[src/rtl/i2c_target.sv]
// I2C target with a small auto-incrementing byte register file; stands in for the G-sensor.
// Optional glitch filter on the synchronized lines: define I2C_TGT_FILTER_EN.
`timescale 1ns/1ps

module i2c_target #(
  parameter logic [6:0] TGT_ADDR = 7'h1D,
  parameter int         NUM_REGS = 16,
  parameter int         PTR_W    = 4
`ifdef I2C_TGT_FILTER_EN
  , parameter int       FILT_LEN = 4
`endif
) (
  input  logic             CLK_50,
  input  logic             rst,
  input  logic             scl_in,
  input  logic             sda_in,
  output logic             sda_oe,
  input  logic [PTR_W-1:0] host_addr,
  output logic [7:0]       host_rdata,
  output logic             wr_strobe,
  output logic [PTR_W-1:0] wr_addr,
  output logic [7:0]       wr_data,
  output logic             addressed
);

  typedef enum logic [3:0] {
    S_IDLE, S_ADDR, S_ADDR_ACK, S_PTR, S_PTR_ACK,
    S_WDATA, S_WDATA_ACK, S_RDATA, S_RDATA_ACK, S_IGNORE
  } state_t;

  logic             r_scl_s1, r_scl_s2, r_sda_s1, r_sda_s2;
  logic             r_scl_d, r_sda_d;
  logic             w_scl, w_sda;
  logic             w_scl_rise, w_scl_fall, w_start, w_stop;
  logic [7:0]       w_byte;

  state_t           r_state;
  logic [3:0]       r_bit_cnt;
  logic [7:0]       r_shift;
  logic             r_rw, r_ack_drv, r_load;
  logic [PTR_W-1:0] r_ptr;
  logic [7:0]       r_regs [NUM_REGS];
  logic             r_sda_oe, r_wr_strobe, r_addressed;
  logic [PTR_W-1:0] r_wr_addr;
  logic [7:0]       r_wr_data;

  // Lines idle high, so synchronizers reset to 1 to avoid a false edge after reset.
  always_ff @(posedge CLK_50 or negedge rst) begin
    if (!rst) begin
      r_scl_s1 <= 1'b1;
      r_scl_s2 <= 1'b1;
      r_sda_s1 <= 1'b1;
      r_sda_s2 <= 1'b1;
    end else begin
      r_scl_s1 <= scl_in;
      r_scl_s2 <= r_scl_s1;
      r_sda_s1 <= sda_in;
      r_sda_s2 <= r_sda_s1;
    end
  end

`ifdef I2C_TGT_FILTER_EN
  localparam int CNT_W = $clog2(FILT_LEN + 1);
  logic [1:0] w_sync, w_filt;
  assign w_sync = {r_sda_s2, r_scl_s2};

  genvar gi;
  generate
    for (gi = 0; gi < 2; gi++) begin : g_filt
      logic             r_filt;
      logic [CNT_W-1:0] r_cnt;
      always_ff @(posedge CLK_50 or negedge rst) begin
        if (!rst) begin
          r_filt <= 1'b1;
          r_cnt  <= '0;
        end else if (w_sync[gi] == r_filt) begin
          r_cnt <= '0;
        end else if (r_cnt == CNT_W'(FILT_LEN - 1)) begin
          r_filt <= w_sync[gi];
          r_cnt  <= '0;
        end else begin
          r_cnt <= r_cnt + 1'b1;
        end
      end
      assign w_filt[gi] = r_filt;
    end
  endgenerate

  assign w_scl = w_filt[0];
  assign w_sda = w_filt[1];
`else
  assign w_scl = r_scl_s2;
  assign w_sda = r_sda_s2;
`endif

  always_ff @(posedge CLK_50 or negedge rst) begin
    if (!rst) begin
      r_scl_d <= 1'b1;
      r_sda_d <= 1'b1;
    end else begin
      r_scl_d <= w_scl;
      r_sda_d <= w_sda;
    end
  end

  assign w_scl_rise = w_scl & ~r_scl_d;
  assign w_scl_fall = ~w_scl & r_scl_d;
  assign w_start    = w_scl & r_scl_d & r_sda_d & ~w_sda;
  assign w_stop     = w_scl & r_scl_d & ~r_sda_d & w_sda;
  assign w_byte     = {r_shift[6:0], w_sda};

  always_ff @(posedge CLK_50 or negedge rst) begin
    if (!rst) begin
      r_state     <= S_IDLE;
      r_bit_cnt   <= '0;
      r_shift     <= '0;
      r_rw        <= 1'b0;
      r_ack_drv   <= 1'b0;
      r_load      <= 1'b0;
      r_ptr       <= '0;
      r_sda_oe    <= 1'b0;
      r_wr_strobe <= 1'b0;
      r_wr_addr   <= '0;
      r_wr_data   <= '0;
      r_addressed <= 1'b0;
      for (int i = 0; i < NUM_REGS; i++) r_regs[i] <= '0;
    end else begin
      r_wr_strobe <= 1'b0;
      if (w_stop) begin
        r_state     <= S_IDLE;
        r_sda_oe    <= 1'b0;
        r_addressed <= 1'b0;
      end else if (w_start) begin
        r_state     <= S_ADDR;
        r_bit_cnt   <= '0;
        r_ack_drv   <= 1'b0;
        r_sda_oe    <= 1'b0;
        r_addressed <= 1'b0;
      end else begin
        case (r_state)
          S_ADDR: if (w_scl_rise) begin
            r_shift <= w_byte;
            if (r_bit_cnt == 4'd7) begin
              r_bit_cnt <= '0;
              r_ack_drv <= 1'b0;
              if (w_byte[7:1] == TGT_ADDR) begin
                r_rw    <= w_byte[0];
                r_state <= S_ADDR_ACK;
              end else begin
                r_state <= S_IGNORE;
              end
            end else begin
              r_bit_cnt <= r_bit_cnt + 4'd1;
            end
          end
          S_PTR, S_WDATA: if (w_scl_rise) begin
            r_shift <= w_byte;
            if (r_bit_cnt == 4'd7) begin
              r_bit_cnt <= '0;
              r_ack_drv <= 1'b0;
              if (r_state == S_PTR) begin
                r_ptr   <= w_byte[PTR_W-1:0];
                r_state <= S_PTR_ACK;
              end else begin
                r_regs[r_ptr] <= w_byte;
                r_wr_strobe   <= 1'b1;
                r_wr_addr     <= r_ptr;
                r_wr_data     <= w_byte;
                r_ptr         <= r_ptr + 1'b1;
                r_state       <= S_WDATA_ACK;
              end
            end else begin
              r_bit_cnt <= r_bit_cnt + 4'd1;
            end
          end
          // First SCL fall drives ACK low, second fall releases it and moves on.
          S_ADDR_ACK, S_PTR_ACK, S_WDATA_ACK: if (w_scl_fall) begin
            if (!r_ack_drv) begin
              r_ack_drv <= 1'b1;
              r_sda_oe  <= 1'b1;
              if (r_state == S_ADDR_ACK) r_addressed <= 1'b1;
            end else begin
              r_ack_drv <= 1'b0;
              r_bit_cnt <= '0;
              r_sda_oe  <= 1'b0;
              if (r_state == S_ADDR_ACK && r_rw) begin
                r_state  <= S_RDATA;
                r_load   <= 1'b0;
                r_sda_oe <= ~r_regs[r_ptr][7];
                r_shift  <= {r_regs[r_ptr][6:0], 1'b0};
              end else if (r_state == S_ADDR_ACK) begin
                r_state <= S_PTR;
              end else begin
                r_state <= S_WDATA;
              end
            end
          end
          S_RDATA: begin
            if (w_scl_rise) begin
              r_bit_cnt <= r_bit_cnt + 4'd1;
            end else if (w_scl_fall) begin
              if (r_load) begin
                r_load   <= 1'b0;
                r_sda_oe <= ~r_regs[r_ptr][7];
                r_shift  <= {r_regs[r_ptr][6:0], 1'b0};
              end else if (r_bit_cnt == 4'd8) begin
                r_sda_oe  <= 1'b0;
                r_bit_cnt <= '0;
                r_state   <= S_RDATA_ACK;
              end else begin
                r_sda_oe <= ~r_shift[7];
                r_shift  <= {r_shift[6:0], 1'b0};
              end
            end
          end
          S_RDATA_ACK: if (w_scl_rise) begin
            if (!w_sda) begin
              r_ptr     <= r_ptr + 1'b1;
              r_load    <= 1'b1;
              r_bit_cnt <= '0;
              r_state   <= S_RDATA;
            end else begin
              r_state <= S_IGNORE;
            end
          end
          S_IDLE, S_IGNORE: r_sda_oe <= 1'b0;
          default: r_state <= S_IDLE;
        endcase
      end
    end
  end

  assign sda_oe     = r_sda_oe;
  assign wr_strobe  = r_wr_strobe;
  assign wr_addr    = r_wr_addr;
  assign wr_data    = r_wr_data;
  assign addressed  = r_addressed;
  assign host_rdata = r_regs[host_addr];

endmodule

[config.mk]
export PLATFORM = sky130hd
export DESIGN_NAME = i2c_target
export DESIGN_NICKNAME = d
export VERILOG_FILES = /design/src/rtl/i2c_target.sv
export SDC_FILE = /design/constraint.sdc
export NUM_CORES = 1
export LEC_CHECK = 0
export CORE_AREA = 8 8 137 139
export CTS_CLUSTER_DIAMETER = 40
export DETAILED_ROUTE_END_ITERATION = 7
export DIE_AREA = 0 0 145 147
export DONT_BUFFER_PORTS = 1
export GPL_TIMING_DRIVEN = 0
export PLACE_DENSITY = 0.76
export SYNTH_ARGS = -nofsm -noshare
export SYNTH_HDL_FRONTEND = slang
export SYNTH_SLANG_ARGS = --single-unit
[constraint.sdc]
create_clock -name CLK_50 -period 2 [get_ports CLK_50]
set_input_delay 0.2 -clock CLK_50 [delete_from_list [all_inputs] [get_ports CLK_50]]
set_output_delay 0.2 -clock CLK_50 [all_outputs]
set_load 0.02 [all_outputs]
# Yosys cells after proc, flatten, opt, wreduce, memory -nomap -nowiden
# Cells that the tools add are included.
# Widths: inputs -> output; s select.
# totals
regBits	172
input_bits	8
output_inout_bits	23
elab_cells	219
# op_classes
n_addsub	2
magnitude_cmp	3
eq_ne	45
muxes	91
bitwise_logic	18
n_reduce_logical	26
# op_table
op	count
$bwmux 128	1
$mux 4	31
$mux 8	13
$bmux 8 s4	2
$ne 4x4->1 const B	14
$mux 1	33
$demux 8 s4	1
$reduce_and 10->1	3
$pmux 4 s6	1
$pmux 8 s3	1
$ne 3x3->1 const B	7
$eq 4x3->1 const B	5
$ne 2x2->1 const B	9
$reduce_bool 3->1	6
$pmux 4 s4	1
$eq 4x4->1 const B	3
$reduce_and 12->1	1
$reduce_and 6->1	2
$ge 5x5->1 const B	2
$not 4->5	2
$reduce_bool 5->1	2
$not 1->1	9
$add 4x1->4 const B	2
$eq 4x2->1 const B	2
19 further kinds	32

# Depth between registers and ports, before layout
# depth
depth_word	11
mapped_depth	10
depth_no_buf	8

# Worst setup path after synthesis
# No wires, ideal clock.
# synth_timing
kind	register -> register
start	register r_sda_s2
end	register r_regs[64] (netlist bit)
setup_ns	0.125
arrival_ns	2.102
t_required_ns	1.875
path_slack_ns	-0.227
stages_incl_launch_ff	10
path_buffers	3
period_less_slack_ns	2.227
path_cell_list	dfstp_2 buf_2 xor2_1 a21boi_1 and4_1 buf_4 and3b_1 buf_2 nand2_2 mux2_2
# synth_between
elab_chain_len	4
word_cells_on_any_way	7
classes_between	1 x mux; 5 x bitwise; 1 x reduce/logical
# synth_rtl
element	line_no	source
start: declaration	31	logic r_scl_s1, r_scl_s2, r_sda_s1, r_sda_s2;
start signal: assignment	58	r_sda_s2 <= r_sda_s1;
$not 1->1	108	assign w_start = w_scl & r_scl_d & r_sda_d & ~w_sda;
$and 1x1->1	108	
$not 1->1 (no source line)	-	
$reduce_and 6->1 (no source line)	-	
end signal: indexed assignment	165	r_regs[r_ptr] <= w_byte;
end: declaration	42	logic [7:0] r_regs [NUM_REGS];
# Parallel ways exist; a longest one is shown, timed or not.
# A chain may end at the register's enable or synchronous reset.

# Worst setup path in the final report
# layout_timing
start	register r_scl_s2
end	register r_regs[38] (netlist bit)
# layout_between
elab_chain_len	5
word_cells_on_any_way	9
classes_between	8 x bitwise; 1 x reduce/logical
# layout_rtl
element	line_no	source
start: declaration	31	
start signal: assignment	56	r_scl_s2 <= r_scl_s1;
$and 1x1->1	108, 109	
$and 1x1->1 (on tied branches) (2 in a row)	109, 108	
$not 1->1 (no source line)	-	
$reduce_and 6->1 (no source line) (*)	-	
# Every way passes the cells marked *; elsewhere a longest branch is shown, timed or not.

==> qor.yml <==
path_class: "reg -> reg"
dp.cells: 914
area_growth_pct: 22.2
critPathLaunchType: "register"
pin_count: 31
synthTopCellsByArea: "dfrtp_1, mux4_2, mux2_2"
ys_ff_latch: 172
synth_xor_area_share_pct: 0.0923
cp-startpoint: "r_scl_s2"
grt_pass1_vias: 7091
stdcell_count: 1005
syn_area_per_cell_um2: 13.8
htreeDepth: 4
dp_hpwl_um: 17800
synthesis.nets: 706
synth_fa_ha_area_share_pct: 1.19
clock-sinks: 172
fin_crit_ns: 2.33
grt_pass1_wl_um: 42300
holdBufCountCts: 2
cp_max_fo: 8
period_share_pct: 117
yosysMostFrequentCell: "dfrtp_1"
nFillCells: 1082
async_flop_share_pct: 100
overflow: 0
drc: 0
start_util_pct: 56.6
coreArea_um2: 16800
synth_top_family_by_area: "multiplexers"
synth_top_flop_cell: "dfrtp_1"
drive_above_1_share_pct: 52.8
skew_ns: 0.00858
seq_area_frac_synth_pct: 45.4
crit_required_ns: 2.31
status: "finished, violations left"
synth_cells: 689
whs_ns: -0.531
clk_latency_ns: 0.43
wl_um: 27300
numCtsBuffers: 17
drtPass1Iterations: 5
synthMuxAreaShare_pct: 36.3
synth_commonest_cells: "dfrtp_1, mux2_2, mux4_2"
arrival_ns: 2.64
power.density_nw_per_um2: 899
synth-compound-area-share_pct: 6.82
wire_per_inst_um: 27.2
gp_congestion: 0.875
vias_per_cell: 6.70
syn_area_um2: 9490
synth-simple-area-share_pct: 6.84
crit_end: "r_regs[38]"
grt_usage_pct: 26.0
max_cap_violations: 0
die_area_um2: 21300
clk_path_buf_depth: 2
synth_top_area_share_pct: 43.8
tightest_slew_ns: 0.855
setup_viol: 151
fin_area_um2: 11600
synth_area_leader_cell: "dfrtp_1"
rsz0062_at_grt: "yes"
dr.first_iter.drc_count: 628
reg2regPathDepth: 8
clkTransAtPathRegs_ns: 0.07
grt_max_degree: 173
r2r_slack_ns: -0.33
placedInstanceArea_um2: 10100
ant_nets: 0
hold_viol_final: 172
numPortBuffers: 0
rows: 48
violations: "hold timing, setup timing"
synth.distinct_cells: 69
nNetsFinal: 784
ys_warn_count: 0
relSlewSlack_pct: 43.0
timing.rr.end: "r_regs[38]"
crit_path_end_kind: "register"
die-width_um: 145
r2r-start: "r_scl_s2"
p_leak_nw: 5.28
n_antenna_cell: 0
peakVddDrop_mv: 0.705
ctsRootBufferMaster: "clkbuf_16"
slew_violations: 0
fin_ws_ns: -0.331
synth_edf_count: 0
num_vias: 6736
max_freq_ghz: 0.429
cts_tree: "yes"
hold_path.class: "in -> async"
die_h_um: 147
antenna_found_initial: 0
[worst min-delay path by stage]
stage | startpoint | endpoint | slack [ns] | cells past startpoint
finish | rst | r_regs[32] | -0.53 | 0
global route | rst | r_regs[72] | -0.55 | 0
CTS | rst | r_regs[87] | -0.55 | 0
detailed placement | rst | r_regs[40] | -0.09 | 0
global placement | rst | r_regs[64] | -0.09 | 0
floorplan | rst | addressed | -0.1 | 0
[stage by stage]
step | power, mW | util, % | setup WS [ns] | TNS, ns | hold slack (ns)
after floorplan | 5.91 | - | -0.0819 | -5.06 | -0.0956
after detailed placement | 6.71 | 60.3 | -0.638 | -64.61 | -0.0891
after CTS | 10.1 | 68.0 | -0.339 | -33.70 | -0.551
after global routing | 10.9 | 69.2 | -0.374 | -40.13 | -0.549
final | 10.4 | 69.2 | -0.331 | -30.75 | -0.531
after global placement | 6.65 | 60.3 | -0.574 | -60.59 | -0.0864
[registers in the layout, indices dropped and copies added, names as in the netlist, 4 cells and up]
signal,cells
wr_data,8
r_shift,8
r_bit_cnt,4
r_ptr,4
wr_addr,4
r_regs,128
r_state,4
[kinds of logic (layout without fill, tap and decap cells)]
logic type / Yosys count / count (layout)
fa+ha+maj: 9 / 9
buf+inv: 73 / 164
flops: 172 / 172
xor+xnor: 1 / 1
mux: 229 / 229
simple gates: 107 / 107
compound gates: 98 / 98
[layer usage]
metal  vias up  track usage, %  routed length [um]
li1       2798               -                   -
met1      3587            31.2               10500
met2       273            43.8               14000
met3        78            6.00                1740
met4         0            12.4                1120
met5         -               0                   0
[area by class of cell]
| cell class | instances | area (um^2) | area share [%] |
|---|---|---|---|
| multi-input combinational | 444 | 5380 | 46.4 |
| sequential | 172 | 4310 | 37.2 |
| timing repair buffer | 63 | 594 | 5.12 |
| clock buffer | 21 | 460 | 3.97 |
| buffer | 56 | 435 | 3.75 |
| tap | 225 | 282 | 2.43 |
| clock inverter | 11 | 87.6 | 0.755 |
| inverter | 13 | 48.8 | 0.421 |
[where the power goes]
group | internal (mW) | switching, mW | leakage, nW
Combinational | 1.39 | 2.06 | 2.66
Sequential | 3.68 | 0.212 | 2.35
Clock | 1.67 | 1.42 | 0.262
[worst max-delay path, stage by stage, from the launching register on]
cell	delay (ns)
dfstp_2	0.57
ha_4	0.14
a21boi_4	0.19
and4_1	0.22
buf_6	0.13
nor2b_4	0.15
buf_6	0.15
nand3_4	0.26
mux2_4	0.39
[what timing repair did]
item / CTS / global route
setup buffers: 45 / 15
endpoints found under the hold margin: 174 / 172
cloned: 2 / 0
endpoints found under the setup margin: 167 / 170
gates resized for setup: 81 / 51
pin swaps: 13 / 15
[layout by cell type, fill, tap and decap left out, types with 12 or more instances in the layout]
| cell | netlist | routed |
|---|---|---|
| clkbuf_1 | 33 | 23 |
| nor2_1 | 22 | 21 |
| mux2_4 | 0 | 41 |
| nand2_1 | 16 | 14 |
| mux2_2 | 137 | 99 |
| dfrtp_1 | 166 | 166 |
| buf_6 | 2 | 18 |
| clkbuf_16 | 0 | 18 |
| a21oi_1 | 26 | 23 |
| buf_4 | 1 | 51 |
| o21ai_0 | 28 | 19 |
| inv_1 | 13 | 12 |
| mux4_2 | 78 | 78 |
(Power assumes the default switching activity.)
